--- src/rtl/fft_ctrl_pkg.sv ---
// -----------------------------------------------------------------------------
// fft_ctrl_pkg
// Shared types and helpers for the FFT pipeline stage controllers.
//   ctrl_state_e : sequencer state (IDLE / RUN / FLUSH)
//   clog2_min1() : ceil(log2(value)), never less than 1, for sizing index ports
// -----------------------------------------------------------------------------
package fft_ctrl_pkg;

  typedef enum logic [1:0] {
    IDLE  = 2'd0,
    RUN   = 2'd1,
    FLUSH = 2'd2
  } ctrl_state_e;

  // A span of 1 still needs a 1-bit index port, so clamp the width at 1.
  function automatic int clog2_min1(input int value);
    return (value <= 1) ? 1 : $clog2(value);
  endfunction

endpackage

--- src/rtl/bfly_stage_ctrl.sv ---
// -----------------------------------------------------------------------------
// bfly_stage_ctrl
// Sequencer for one radix-2 single-delay-feedback butterfly stage. Counts input
// beats per frame and drives the delay line, the butterfly/bypass mux and the
// twiddle selection, plus output valid / frame markers for the CBFP block.
//
// Parameters
//   FRAME_BEATS : beats per frame (power of two)
//   SPAN        : butterfly span in beats (power of two, 1..FRAME_BEATS/2)
//   TW_W        : twiddle index width
// Ports
//   clk, rstn   : stage clock, asynchronous active-low reset
//   din_valid   : input beat strobe
//   err_clr     : clears err_gap
//   dly_en      : delay-line shift enable
//   mux_sel     : 1 = butterfly, 0 = bypass
//   tw_en       : apply twiddle to the current output beat
//   tw_idx      : twiddle index within span
//   dout_valid  : stage output beat valid
//   dout_sof    : first output beat of a frame
//   dout_eof    : last output beat of a frame
//   busy        : frame in progress (input or flush)
//   err_gap     : sticky, din_valid dropped mid-frame
// All outputs are registered: controls for a beat sampled at one edge are
// presented during the following cycle, aligned with the datapath input reg.
// -----------------------------------------------------------------------------
module bfly_stage_ctrl
  import fft_ctrl_pkg::*;
#(
  parameter int FRAME_BEATS = 32,
  parameter int SPAN        = 2,
  parameter int TW_W        = clog2_min1(SPAN)
) (
  input  logic            clk,
  input  logic            rstn,
  input  logic            din_valid,
  input  logic            err_clr,
  output logic            dly_en,
  output logic            mux_sel,
  output logic            tw_en,
  output logic [TW_W-1:0] tw_idx,
  output logic            dout_valid,
  output logic            dout_sof,
  output logic            dout_eof,
  output logic            busy,
  output logic            err_gap
);

  localparam int K_W = clog2_min1(FRAME_BEATS);

  localparam logic [K_W-1:0]  K_LAST    = K_W'(FRAME_BEATS - 1);
  localparam logic [K_W-1:0]  K_SPAN    = K_W'(SPAN);
  localparam logic [K_W-1:0]  K_MASK    = K_W'(SPAN - 1);
  // One extra bit: 2*SPAN may equal FRAME_BEATS, which does not fit in K_W.
  localparam logic [K_W:0]    TWO_SPAN  = (K_W + 1)'(2 * SPAN);
  localparam logic [TW_W-1:0] F_LAST    = TW_W'(SPAN - 1);

  // Sequencing state
  ctrl_state_e     state_q, state_d;
  logic [K_W-1:0]  k_q, k_d;      // index of the next input beat in the frame
  logic [TW_W-1:0] f_q, f_d;      // index of the next pending diff to emit
  logic            pend_q, pend_d; // previous frame still has diffs in the delay

  // Output registers
  logic            dly_en_q, dly_en_d;
  logic            mux_sel_q, mux_sel_d;
  logic            tw_en_q, tw_en_d;
  logic [TW_W-1:0] tw_idx_q, tw_idx_d;
  logic            dout_valid_q, dout_valid_d;
  logic            dout_sof_q, dout_sof_d;
  logic            dout_eof_q, dout_eof_d;
  logic            busy_q, busy_d;
  logic            err_gap_q, err_gap_d;

  // Per-cycle decode
  logic beat;       // an input beat is accepted this cycle
  logic emit;       // a pending diff of the previous frame leaves the delay
  logic gap;        // din_valid dropped inside a frame
  logic calc;       // accepted beat falls in a CALC phase
  logic fill_diff;  // accepted FILL beat that outputs this frame's stored diff

  always_comb begin
    // NOTE: every variable written here gets a default first, so no path
    // leaves one unassigned and no latch is inferred.
    state_d      = state_q;
    k_d          = k_q;
    f_d          = f_q;
    pend_d       = pend_q;
    dly_en_d     = 1'b0;
    mux_sel_d    = 1'b0;
    tw_en_d      = 1'b0;
    tw_idx_d     = '0;
    dout_valid_d = 1'b0;
    dout_sof_d   = 1'b0;
    dout_eof_d   = 1'b0;

    // k_q is 0 whenever a new frame may start, so a beat always uses k_q.
    // In RUN with k_q == 0 the previous frame has just completed, so a
    // missing beat there is the start of the flush rather than a gap.
    gap  = (state_q == RUN) && (k_q != '0) && !din_valid;
    beat = din_valid;
    emit = pend_q && !gap;

    // floor(k/SPAN) is odd exactly when the SPAN bit of k is set.
    calc      = beat && ((k_q & K_SPAN) != '0);
    fill_diff = beat && !calc && ({1'b0, k_q} >= TWO_SPAN);

    if (emit) begin
      if (f_q == F_LAST) begin
        pend_d = 1'b0;
        f_d    = '0;
      end else begin
        f_d = f_q + TW_W'(1);
      end
    end

    // A frame wrap can never overlap an emit: pending diffs of the previous
    // frame are gone by beat SPAN-1 of the next one.
    if (beat) begin
      if (k_q == K_LAST) begin
        k_d    = '0;
        pend_d = 1'b1;
        f_d    = '0;
      end else begin
        k_d = k_q + K_W'(1);
      end
    end

    if (gap) begin
      k_d    = '0;
      f_d    = '0;
      pend_d = 1'b0;
    end

    if (gap)         state_d = IDLE;
    else if (beat)   state_d = RUN;
    else if (pend_d) state_d = FLUSH;
    else             state_d = IDLE;

    dly_en_d     = beat || emit;
    mux_sel_d    = calc;
    dout_valid_d = calc || fill_diff || emit;
    tw_en_d      = fill_diff || emit;
    dout_sof_d   = calc && (k_q == K_SPAN);
    dout_eof_d   = emit && (f_q == F_LAST);
    if (emit)           tw_idx_d = f_q;
    else if (fill_diff) tw_idx_d = TW_W'(k_q & K_MASK);

    busy_d    = beat || emit;
    // A gap in the same cycle as err_clr keeps the flag set.
    err_gap_d = gap || (err_gap_q && !err_clr);
  end

  // NOTE: sequential state uses non-blocking assignments so every flop
  // samples the pre-edge values regardless of statement order.
  always_ff @(posedge clk or negedge rstn) begin
    if (!rstn) begin
      state_q      <= IDLE;
      k_q          <= '0;
      f_q          <= '0;
      pend_q       <= 1'b0;
      dly_en_q     <= 1'b0;
      mux_sel_q    <= 1'b0;
      tw_en_q      <= 1'b0;
      tw_idx_q     <= '0;
      dout_valid_q <= 1'b0;
      dout_sof_q   <= 1'b0;
      dout_eof_q   <= 1'b0;
      busy_q       <= 1'b0;
      err_gap_q    <= 1'b0;
    end else begin
      state_q      <= state_d;
      k_q          <= k_d;
      f_q          <= f_d;
      pend_q       <= pend_d;
      dly_en_q     <= dly_en_d;
      mux_sel_q    <= mux_sel_d;
      tw_en_q      <= tw_en_d;
      tw_idx_q     <= tw_idx_d;
      dout_valid_q <= dout_valid_d;
      dout_sof_q   <= dout_sof_d;
      dout_eof_q   <= dout_eof_d;
      busy_q       <= busy_d;
      err_gap_q    <= err_gap_d;
    end
  end

  assign dly_en     = dly_en_q;
  assign mux_sel    = mux_sel_q;
  assign tw_en      = tw_en_q;
  assign tw_idx     = tw_idx_q;
  assign dout_valid = dout_valid_q;
  assign dout_sof   = dout_sof_q;
  assign dout_eof   = dout_eof_q;
  assign busy       = busy_q;
  assign err_gap    = err_gap_q;

endmodule

--- config.mk ---
export PLATFORM = sky130hd
export DESIGN_NAME = bfly_stage_ctrl
export DESIGN_NICKNAME = d
export VERILOG_FILES = /design/src/rtl/fft_ctrl_pkg.sv /design/src/rtl/bfly_stage_ctrl.sv
export SDC_FILE = /design/constraint.sdc
export NUM_CORES = 1
export LEC_CHECK = 0
export CORE_MARGIN = 3
export CORE_UTILIZATION = 53
export DETAILED_ROUTE_END_ITERATION = 10
export PLACE_DENSITY = 0.8
export SLEW_MARGIN = 20
export SYNTH_ARGS = -nofsm -noshare
export SYNTH_HDL_FRONTEND = slang
export SYNTH_SLANG_ARGS = --single-unit
--- constraint.sdc ---
create_clock -name clk -period 5.2 [get_ports clk]
set_input_delay 1.04 -clock clk [delete_from_list [all_inputs] [get_ports clk]]
set_output_delay 1.04 -clock clk [all_outputs]
set_load 0.02 [all_outputs]
==> results.env, run 1 <==
DP.FINAL_HPWL_MM=1.02
SYNTH-SEQ-AREA-SHARE_PCT=55.5
SYNTH_MUX_AREA_SHARE_PCT=0
PATH_CLK_SLEW_NS=0.09
MAPPED_NETS=78
CLOCK_POWER_SHARE_PCT=16.6
GLOBALROUTEOVERFLOWTOTAL=0
DETAIL_ROUTE.DRC_VIOLATIONS=0
DRTPASS1ITERATIONS=4
WORST-PATH-BUF-INV=1
ANTENNA_CELLS=0
WORST_REG2REG_PATH_STARTPOINT='k_q[1]$_DFFE_PN0P_'
GRT_PASS1_WL_MM=2.35
CELLLEAKAGEPOWER_nW=0.438
REPORT.FINAL.SLEW_VIOL_COUNT=0
CLOCK_SKEW_NS=0.00388
HTREEDEPTH=1
COMB_POWER_SHARE_PCT=36.0
IO_BUFFERS=12
INITIAL_CORE_UTIL_PCT=57.5
CRIT_REQUIRED_NS=4.16
CTS.SINKS=17
COREAREA_MM2=0.00133
WORST_HOLD_SLACK_NS=0.548
FLOORPLAN.DIE.WIDTH_UM=44.0
INTPOWER_W=0.000258
POST_CTS_RESIZE_COUNT=0
NFILLCELLS=105
WORST_SLEW_MARGIN_PCT=51.1
PLACED_CELL_AREA_UM2=890
OUTCOME='completed'
CTS_ROOT_BUFFER='sky130_fd_sc_hd__clkbuf_4'
INITIAL_ANTENNA_VIOLATION_COUNT=0
YS_FF_LATCH=17
TIMING.SETUP.CRITICAL_PATH_CLASS='reg -> out'
SYN_AREA_PER_CELL_UM2=11.1
LAYOUT_MIN_CYCLE_TIME_NS=2.29
MAX-CLOCK-PATH-BUFFERS=2
WORSTHOLDPATHCELLS=1
SW_FRAC_OF_TOTAL_PCT=35.2
HP-CLASS='reg -> reg'
FLOORPLAN.DIE_AREA_MM2=0.00194
CTS_HOLD_REPAIR.BUFFERS=0
POST_SYNTHESIS_CELL_COUNT=69
AREA_OVERHEAD_OF_THE_LAYOUT_RELATIVE_TO_SYNTHESIS_PCT=19.4
CRIT_CHAIN='clkdlybuf4s50_1'
DIE_HEIGHT_UM=44.0
POST_SYNTH_NUM_CELL_TYPES=29
CRITICAL_PATH.SLOWEST_CELL='sky130_fd_sc_hd__clkdlybuf4s50_1'
FF2FF_PATH_DEPTH=6
NUM_ROWS=13
P_SWITCHING_W=0.000140
TRITONCTS.NUM_BUFFERS=3
LAYOUT-DRIVE-GT1-SHARE_PCT=14.6
TIMING.CRITICAL_PATH.TO_TYPE='output port'
FIRST_GLOBAL_VIAS=510
FINISH.NET_COUNT=92
YOSYS_WARNINGS=0
FIN_CELLS=97
ENDPOINT_OF_THE_WORST_SLACK_REG_TO_REG_TIMING_PATH='k_q[3]$_DFFE_PN0P_'
MAPPEDNETLISTAREA_UM2=767
STARTPOINT_TYPE='register'
FINALHOLDVIOLATIONS=0
CLK_LATENCY_NS=0.27
FINAL_COMMON_CELL='sky130_fd_sc_hd__dfrtp_1'
SYNTH-SIMPLE-AREA-SHARE_PCT=18.1
VIAS_PER_CELL=5.67
SYNTH_XOR_AREA_SHARE_PCT=0
MOST-COMMON-LAYOUT-CELLS='sky130_fd_sc_hd__dfrtp_1, sky130_fd_sc_hd__clkdlybuf4s50_1, sky130_fd_sc_hd__nand2_1, sky130_fd_sc_hd__ha_1, sky130_fd_sc_hd__inv_1'
FINALWIRELENGTH_MM=1.40
CAP_VIOL_MAX_COUNT=0
ROUTED-VIA-COUNT=550
PLACE_INST=93
GRT_SETUP_UNREPAIRED='no'
TOTAL_POWER_W=0.000398
FINALSETUPVIOLATIONS=0
TRITONCTS='done'
GRT_START_MAX_NET_PINS=18
MIN-DELAY-START='k_q[0]$_DFFE_PN0P_'
NUM_IO_PINS=13
WORST-ENDPOINT-ARRIVAL_NS=1.25
FINALCRITPERIODSHARE_PCT=44.0
SETUP.REG_TO_REG.WORST_SLACK_NS=3.39
GP_CONGESTION=0.877
LARGEST_FAMILY_OF_LOGIC_CELLS_BY_SYNTHESIZED_AREA='simple AND/OR/NAND/NOR gates'
CRITICAL_PATH.MAX_FANOUT=2
POST-CTS-SETUP-BUFFER-COUNT=0
FIRST_ITER_VIOLATIONS=16
POST_SYNTHESIS_ADDER_CELL_AREA_FRACTION_PCT=8.16
MAXCLOCKFREQUENCY_MHz=437
POWERDENSITY_mW_PER_MM2=434
SETUP_TNS_NS=0
IR_WORST_VDD_mV=0.292
GLOBAL_ROUTE.USAGE.TOTAL_PCT=17.0
LAYOUT.CELL_AREA.NON_FILLER_UM2=916
CRITICAL_PATH.TOP_DELAY_FAMILY='buffers and inverters'
SYNTH_AREA_IN_COMPOUND_GATES_PCT=13.7
SEQUENTIAL_POWER_SHARE_PCT=47.4
AVGROUTEDWIREPERCELL_UM=14.5
TIGHTESTPINTRANSITION_NS=0.732
ANT_NETS=0
HOLD_PATH_END='k_q[0]$_DFFE_PN0P_'
CRIT_PATH_MAX_INCR_DELAY_NS=0.62
## worst max-delay path by stage
stage / startpoint / endpoint / cells after the start
global route: din_valid / f_q$_DFF_PN0_ / 5
global placement: din_valid / f_q$_DFF_PN0_ / 5
floorplan: din_valid / f_q$_DFF_PN0_ / 5
finish: busy$_DFF_PN0_ / busy / 1
CTS: busy$_DFF_PN0_ / busy / 1
detailed placement: din_valid / f_q$_DFF_PN0_ / 5
## cells in the mapped netlist
| cell | n | share of area [%] |
|---|---|---|
| sky130_fd_sc_hd__dfrtp_1 | 17 | 55 |
| sky130_fd_sc_hd__ha_1 | 5 | 8.2 |
| sky130_fd_sc_hd__nand2_1 | 5 | 2.4 |
| sky130_fd_sc_hd__inv_1 | 4 | 2.0 |
| sky130_fd_sc_hd__a21oi_1 | 3 | 2.0 |
| sky130_fd_sc_hd__and3_2 | 3 | 2.9 |
| sky130_fd_sc_hd__nand2b_1 | 3 | 2.4 |
| sky130_fd_sc_hd__nand3_1 | 3 | 2.0 |
| sky130_fd_sc_hd__o21ai_0 | 3 | 2.0 |
| sky130_fd_sc_hd__a21o_2 | 2 | 2.3 |
| sky130_fd_sc_hd__nor2_1 | 2 | 0.98 |
| sky130_fd_sc_hd__nor3_1 | 2 | 1.3 |
| sky130_fd_sc_hd__a211o_1 | 1 | 1.1 |
| sky130_fd_sc_hd__a21oi_2 | 1 | 1.1 |
| sky130_fd_sc_hd__a32o_1 | 1 | 1.3 |
| sky130_fd_sc_hd__buf_2 | 1 | 0.65 |
| sky130_fd_sc_hd__buf_4 | 1 | 0.98 |
| sky130_fd_sc_hd__clkbuf_1 | 1 | 0.49 |
| sky130_fd_sc_hd__inv_2 | 1 | 0.49 |
| sky130_fd_sc_hd__nand4b_1 | 1 | 1.1 |
| sky130_fd_sc_hd__nor3_2 | 1 | 1.3 |
| sky130_fd_sc_hd__nor3b_1 | 1 | 0.98 |
| sky130_fd_sc_hd__o211ai_1 | 1 | 0.98 |
| sky130_fd_sc_hd__o22ai_1 | 1 | 0.82 |
| sky130_fd_sc_hd__o2bb2ai_1 | 1 | 1.1 |
| sky130_fd_sc_hd__o31ai_1 | 1 | 0.98 |
| sky130_fd_sc_hd__or2_2 | 1 | 0.82 |
| sky130_fd_sc_hd__or3_1 | 1 | 0.82 |
| sky130_fd_sc_hd__or4_1 | 1 | 0.98 |
## cell type report
class                   instances  area, um2  area share [%]
multi-input cells              44        307            33.5
repair buffers                 12        120            13.1
inverters                       5       18.8            2.05
well taps                      15       18.8            2.05
clock buffers                   4       26.3            2.87
flip-flops and latches         17        425            46.4
## worst reg2reg max path: cells and delay by family, from the launching register on
family | cells | cell delay [ns]
and+or+nand+nor | 4 | 0.87
DFF | 1 | 0.45
adders and majority gates | 2 | 0.43
## sequential cells by signal, summed over array words and instances, names as in the netlist
register / cells
dout_sof: 1
state_q: 2
busy: 1
err_gap: 1
tw_en: 1
f_q: 1
mux_sel: 1
dout_eof: 1
k_q: 5
pend_q: 1
tw_idx: 1
dout_valid: 1
## per-layer routing
metal / share of wire [%] / global-route usage [%] / vias up
met5: 0 / 0 / -
met4: 0.86 / 7.23 / 0
met3: 6.4 / 2.44 / 2
met2: 51 / 29.1 / 19
met1: 42 / 21.4 / 257
li1: - / - / 272
## through the flow
stage	util, %	setup WS, ns
after floorplan	-	3.29
after global placement	66.7	2.68
after detailed placement	66.7	2.62
after CTS	68.7	2.89
after global routing	68.7	2.80
final	68.7	2.91
## kinds of logic after synthesis
group | Yosys count
simple gates | 24
fa+ha+maj | 5
buf+inv | 8
compound gates | 15
flops | 17
## power by group through the flow
stage / Combinational, W / Sequential, W / Clock (W)
final: 0.000143 / 0.000188 / 0.0000661
after global routing: 0.000158 / 0.000192 / 0.0000767
after CTS: 0.000144 / 0.000188 / 0.0000695
after detailed placement: 0.000142 / 0.000190 / 0
after global placement: 0.000139 / 0.000189 / 0
after floorplan: 0.0000787 / 0.000201 / 0
Power figures use the tool's default switching activity.
==> run 2: changes to the inputs <==
--- a/config.mk
+++ b/config.mk
@@ -6,9 +6,9 @@
 export NUM_CORES = 1
 export LEC_CHECK = 0
 export CORE_MARGIN = 3
-export CORE_UTILIZATION = 53
+export CORE_UTILIZATION = 49
 export DETAILED_ROUTE_END_ITERATION = 10
-export PLACE_DENSITY = 0.8
+export PLACE_DENSITY = 0.75
 export SLEW_MARGIN = 20
 export SYNTH_ARGS = -nofsm -noshare
 export SYNTH_HDL_FRONTEND = slang
==> constraint.sdc (replaced) <==
create_clock -name clk -period 2.4 [get_ports clk]
set_input_delay 0.48 -clock clk [delete_from_list [all_inputs] [get_ports clk]]
set_output_delay 0.48 -clock clk [all_outputs]
set_load 0.02 [all_outputs]
==> run 2 against run 1 <==
Critical path type is now reg -> reg. First-iteration DRC count unchanged. Power is 120% higher. Clock power increased by 140%. Critical path depth is 5 higher. Critical endpoint is now k_q[3]$_DFFE_PN0P_. Utilization is 2.2 points lower. Clock-buffer cell count decreased by 1. Die area grew 7.0%. Combinational power is 110% higher.
==> results.env, run 2 (synthesis results as in run 1) <==
FIRST_ITER_VIOLATIONS=16
LAYOUT_MIN_CYCLE_TIME_NS=1.83
POWERDENSITY_mW_PER_MM2=949
CRITICAL_PATH.MAX_FANOUT=5
DP.FINAL_HPWL_UM=921
SW_FRAC_OF_TOTAL_PCT=36.1
VIAS_PER_CELL=5.54
CAP_VIOL_MAX_COUNT=0
WORST-ENDPOINT-ARRIVAL_NS=2.07
CLK_LATENCY_NS=0.30
CELLLEAKAGEPOWER_nW=0.437
WORST-PATH-BUF-INV=0
TRITONCTS='done'
WORST_REG2REG_PATH_STARTPOINT='k_q[0]$_DFFE_PN0P_'
GRT_SETUP_UNREPAIRED='no'
POST-CTS-SETUP-BUFFER-COUNT=0
POSTLAYOUTCOREUTIL_PCT=66.5
CLOCK_POWER_SHARE_PCT=18.5
CTS_HOLD_REPAIR.BUFFERS=0
CRIT_REQUIRED_NS=2.64
AREA_OVERHEAD_OF_THE_LAYOUT_RELATIVE_TO_SYNTHESIS_PCT=19.9
ROUTED-VIA-COUNT=537
AVGROUTEDWIREPERCELL_UM=13.6
STARTPOINT_TYPE='register'
REPORT.FINAL.SLEW_VIOL_COUNT=0
HOLD_PATH_END='err_gap$_DFF_PN0_'
HP-CLASS='reg -> reg'
CTS_ROOT_BUFFER='sky130_fd_sc_hd__clkbuf_4'
FLOORPLAN.DIE.WIDTH_UM=45.6
CRIT_PATH_MAX_INCR_DELAY_NS=0.44
SEQUENTIAL_POWER_SHARE_PCT=46.5
MOST-COMMON-LAYOUT-CELLS='sky130_fd_sc_hd__dfrtp_1, sky130_fd_sc_hd__clkdlybuf4s50_1, sky130_fd_sc_hd__nand2_1, sky130_fd_sc_hd__ha_1, sky130_fd_sc_hd__inv_1'
GRT_PASS1_WL_MM=2.22
DETAIL_ROUTE.DRC_VIOLATIONS=0
TOTAL_POWER_W=0.000873
WORSTHOLDPATHCELLS=2
SETUP_TNS_NS=0
TIGHTESTPINTRANSITION_NS=0.726
IO_BUFFERS=12
FINALSETUPVIOLATIONS=0
ANT_NETS=0
FINALCRITPERIODSHARE_PCT=76.4
FINALWIRELENGTH_MM=1.32
MAX-CLOCK-PATH-BUFFERS=2
GLOBAL_ROUTE.USAGE.TOTAL_PCT=15.1
COMB_POWER_SHARE_PCT=35.0
CRITICAL-PATH-TOP-CELL-BY-COUNT='sky130_fd_sc_hd__ha_1'
BIGGESTREGSBYFLOPS='k_q (5), state_q (2)'
INITIAL_ANTENNA_VIOLATION_COUNT=0
OUTCOME='completed'
TRITONCTS.NUM_BUFFERS=3
LARGEST_REGISTER='k_q'
FINAL_COMMON_CELL='sky130_fd_sc_hd__dfrtp_1'
NUM_ROWS=13
ANTENNA_CELLS=0
CLOCK_SKEW_NS=0.00463
INTPOWER_W=0.000558
CRITICAL_PATH.SLOWEST_CELL='sky130_fd_sc_hd__dfrtp_1'
IR_WORST_VDD_mV=0.669
GRT_START_MAX_NET_PINS=18
CTS.SINKS=17
DRTPASS1ITERATIONS=4
GP_CONGESTION=0.766
DIE_HEIGHT_UM=45.6
TIMING.CRITICAL_PATH.TO_TYPE='register'
CRITICAL_PATH.TOP_DELAY_FAMILY='simple AND/OR/NAND/NOR gates'
INITIAL_CORE_UTIL_PCT=55.5
LARGEST_REGISTER_FFS=5
P_SWITCHING_W=0.000315
FINALHOLDVIOLATIONS=0
FIRST_GLOBAL_VIAS=482
FINISH.NET_COUNT=92
POST_CTS_RESIZE_COUNT=0
WORST_SLEW_MARGIN_PCT=51.5
MAXCLOCKFREQUENCY_MHz=546
FIN_WS_NS=0.567
ENDPOINT_OF_THE_WORST_SLACK_REG_TO_REG_TIMING_PATH='k_q[3]$_DFFE_PN0P_'
COREAREA_MM2=0.00138
NUM_IO_PINS=13
SETUP.REG_TO_REG.WORST_SLACK_NS=0.57
FF2FF_PATH_DEPTH=6
CRIT_CHAIN='ha_1 > and3_2 > ha_1 > nand2b_1 > or3_1 > nand3_1'
TIMING.SETUP.CRITICAL_PATH_CLASS='reg -> reg'
LAYOUT-DRIVE-GT1-SHARE_PCT=15.9
PATH_CLK_SLEW_NS=0.11
GLOBALROUTEOVERFLOWTOTAL=0
HTREEDEPTH=1
MIN-DELAY-START='err_gap$_DFF_PN0_'
PRECTSSETUPSLACK_NS=0.382
FLOORPLAN.DIE_AREA_MM2=0.00208
==> run 2: area by class of cell <==
| cell class | instances | area [um2] |
|---|---|---|
| fillers | 106 | 463 |
| flip-flops and latches | 17 | 425 |
| multi-input cells | 44 | 307 |
| repair buffers | 12 | 120 |
| clock buffers | 3 | 22.5 |
| inverters | 5 | 18.8 |
| well taps | 15 | 18.8 |
| clock inverters | 1 | 7.51 |
==> run 2: stage by stage <==
step,instance area [um2],std cells,hold slack [ns]
after floorplan,767,69,0.184
after global placement,890,93,0.524
after detailed placement,890,93,0.530
after CTS,920,97,0.550
after global routing,920,97,0.577
final,920,97,0.551
==> run 2: routing by layer <==
| metal | global-route usage [%] | up-vias | wire, um |
|---|---|---|---|
| li1 | - | 269 | - |
| met4 | 7.02 | 0 | 14 |
| met3 | 3.56 | 3 | 84 |
| met2 | 22.0 | 15 | 597 |
| met1 | 21.1 | 250 | 624 |
| met5 | 0 | - | 0 |
==> run 2: worst max-delay path by stage <==
stage,startpoint,end,slack [ns],cells past startpoint
2_1_floorplan,k_q[0]$_DFFE_PN0P_,k_q[3]$_DFFE_PN0P_,0.76,6
3_3_place_gp,din_valid,f_q$_DFF_PN0_,0.44,5
3_5_place_dp,din_valid,f_q$_DFF_PN0_,0.38,5
4_1_cts,k_q[1]$_DFFE_PN0P_,k_q[3]$_DFFE_PN0P_,0.57,6
5_1_grt,k_q[1]$_DFFE_PN0P_,k_q[3]$_DFFE_PN0P_,0.46,6
6_report,k_q[0]$_DFFE_PN0P_,k_q[3]$_DFFE_PN0P_,0.57,6
==> run 2: power groups by stage <==
stage                     sequential [W]  combinational (W)  clock, W
after floorplan                 0.000435           0.000170         0
after CTS                       0.000405           0.000307  0.000163
final                           0.000406           0.000306  0.000161
after global placement          0.000410           0.000302         0
after global routing            0.000415           0.000335  0.000177
after detailed placement        0.000411           0.000303         0
==> run 2: tightest hold or removal path: cells and delay by family, from the launching register on <==
| family | cells | cell delay, ns |
|---|---|---|
| AO/OA/AOI/OAI | 1 | 0.08 |
| flip-flops | 1 | 0.39 |
| buffers and inverters | 1 | 0.05 |
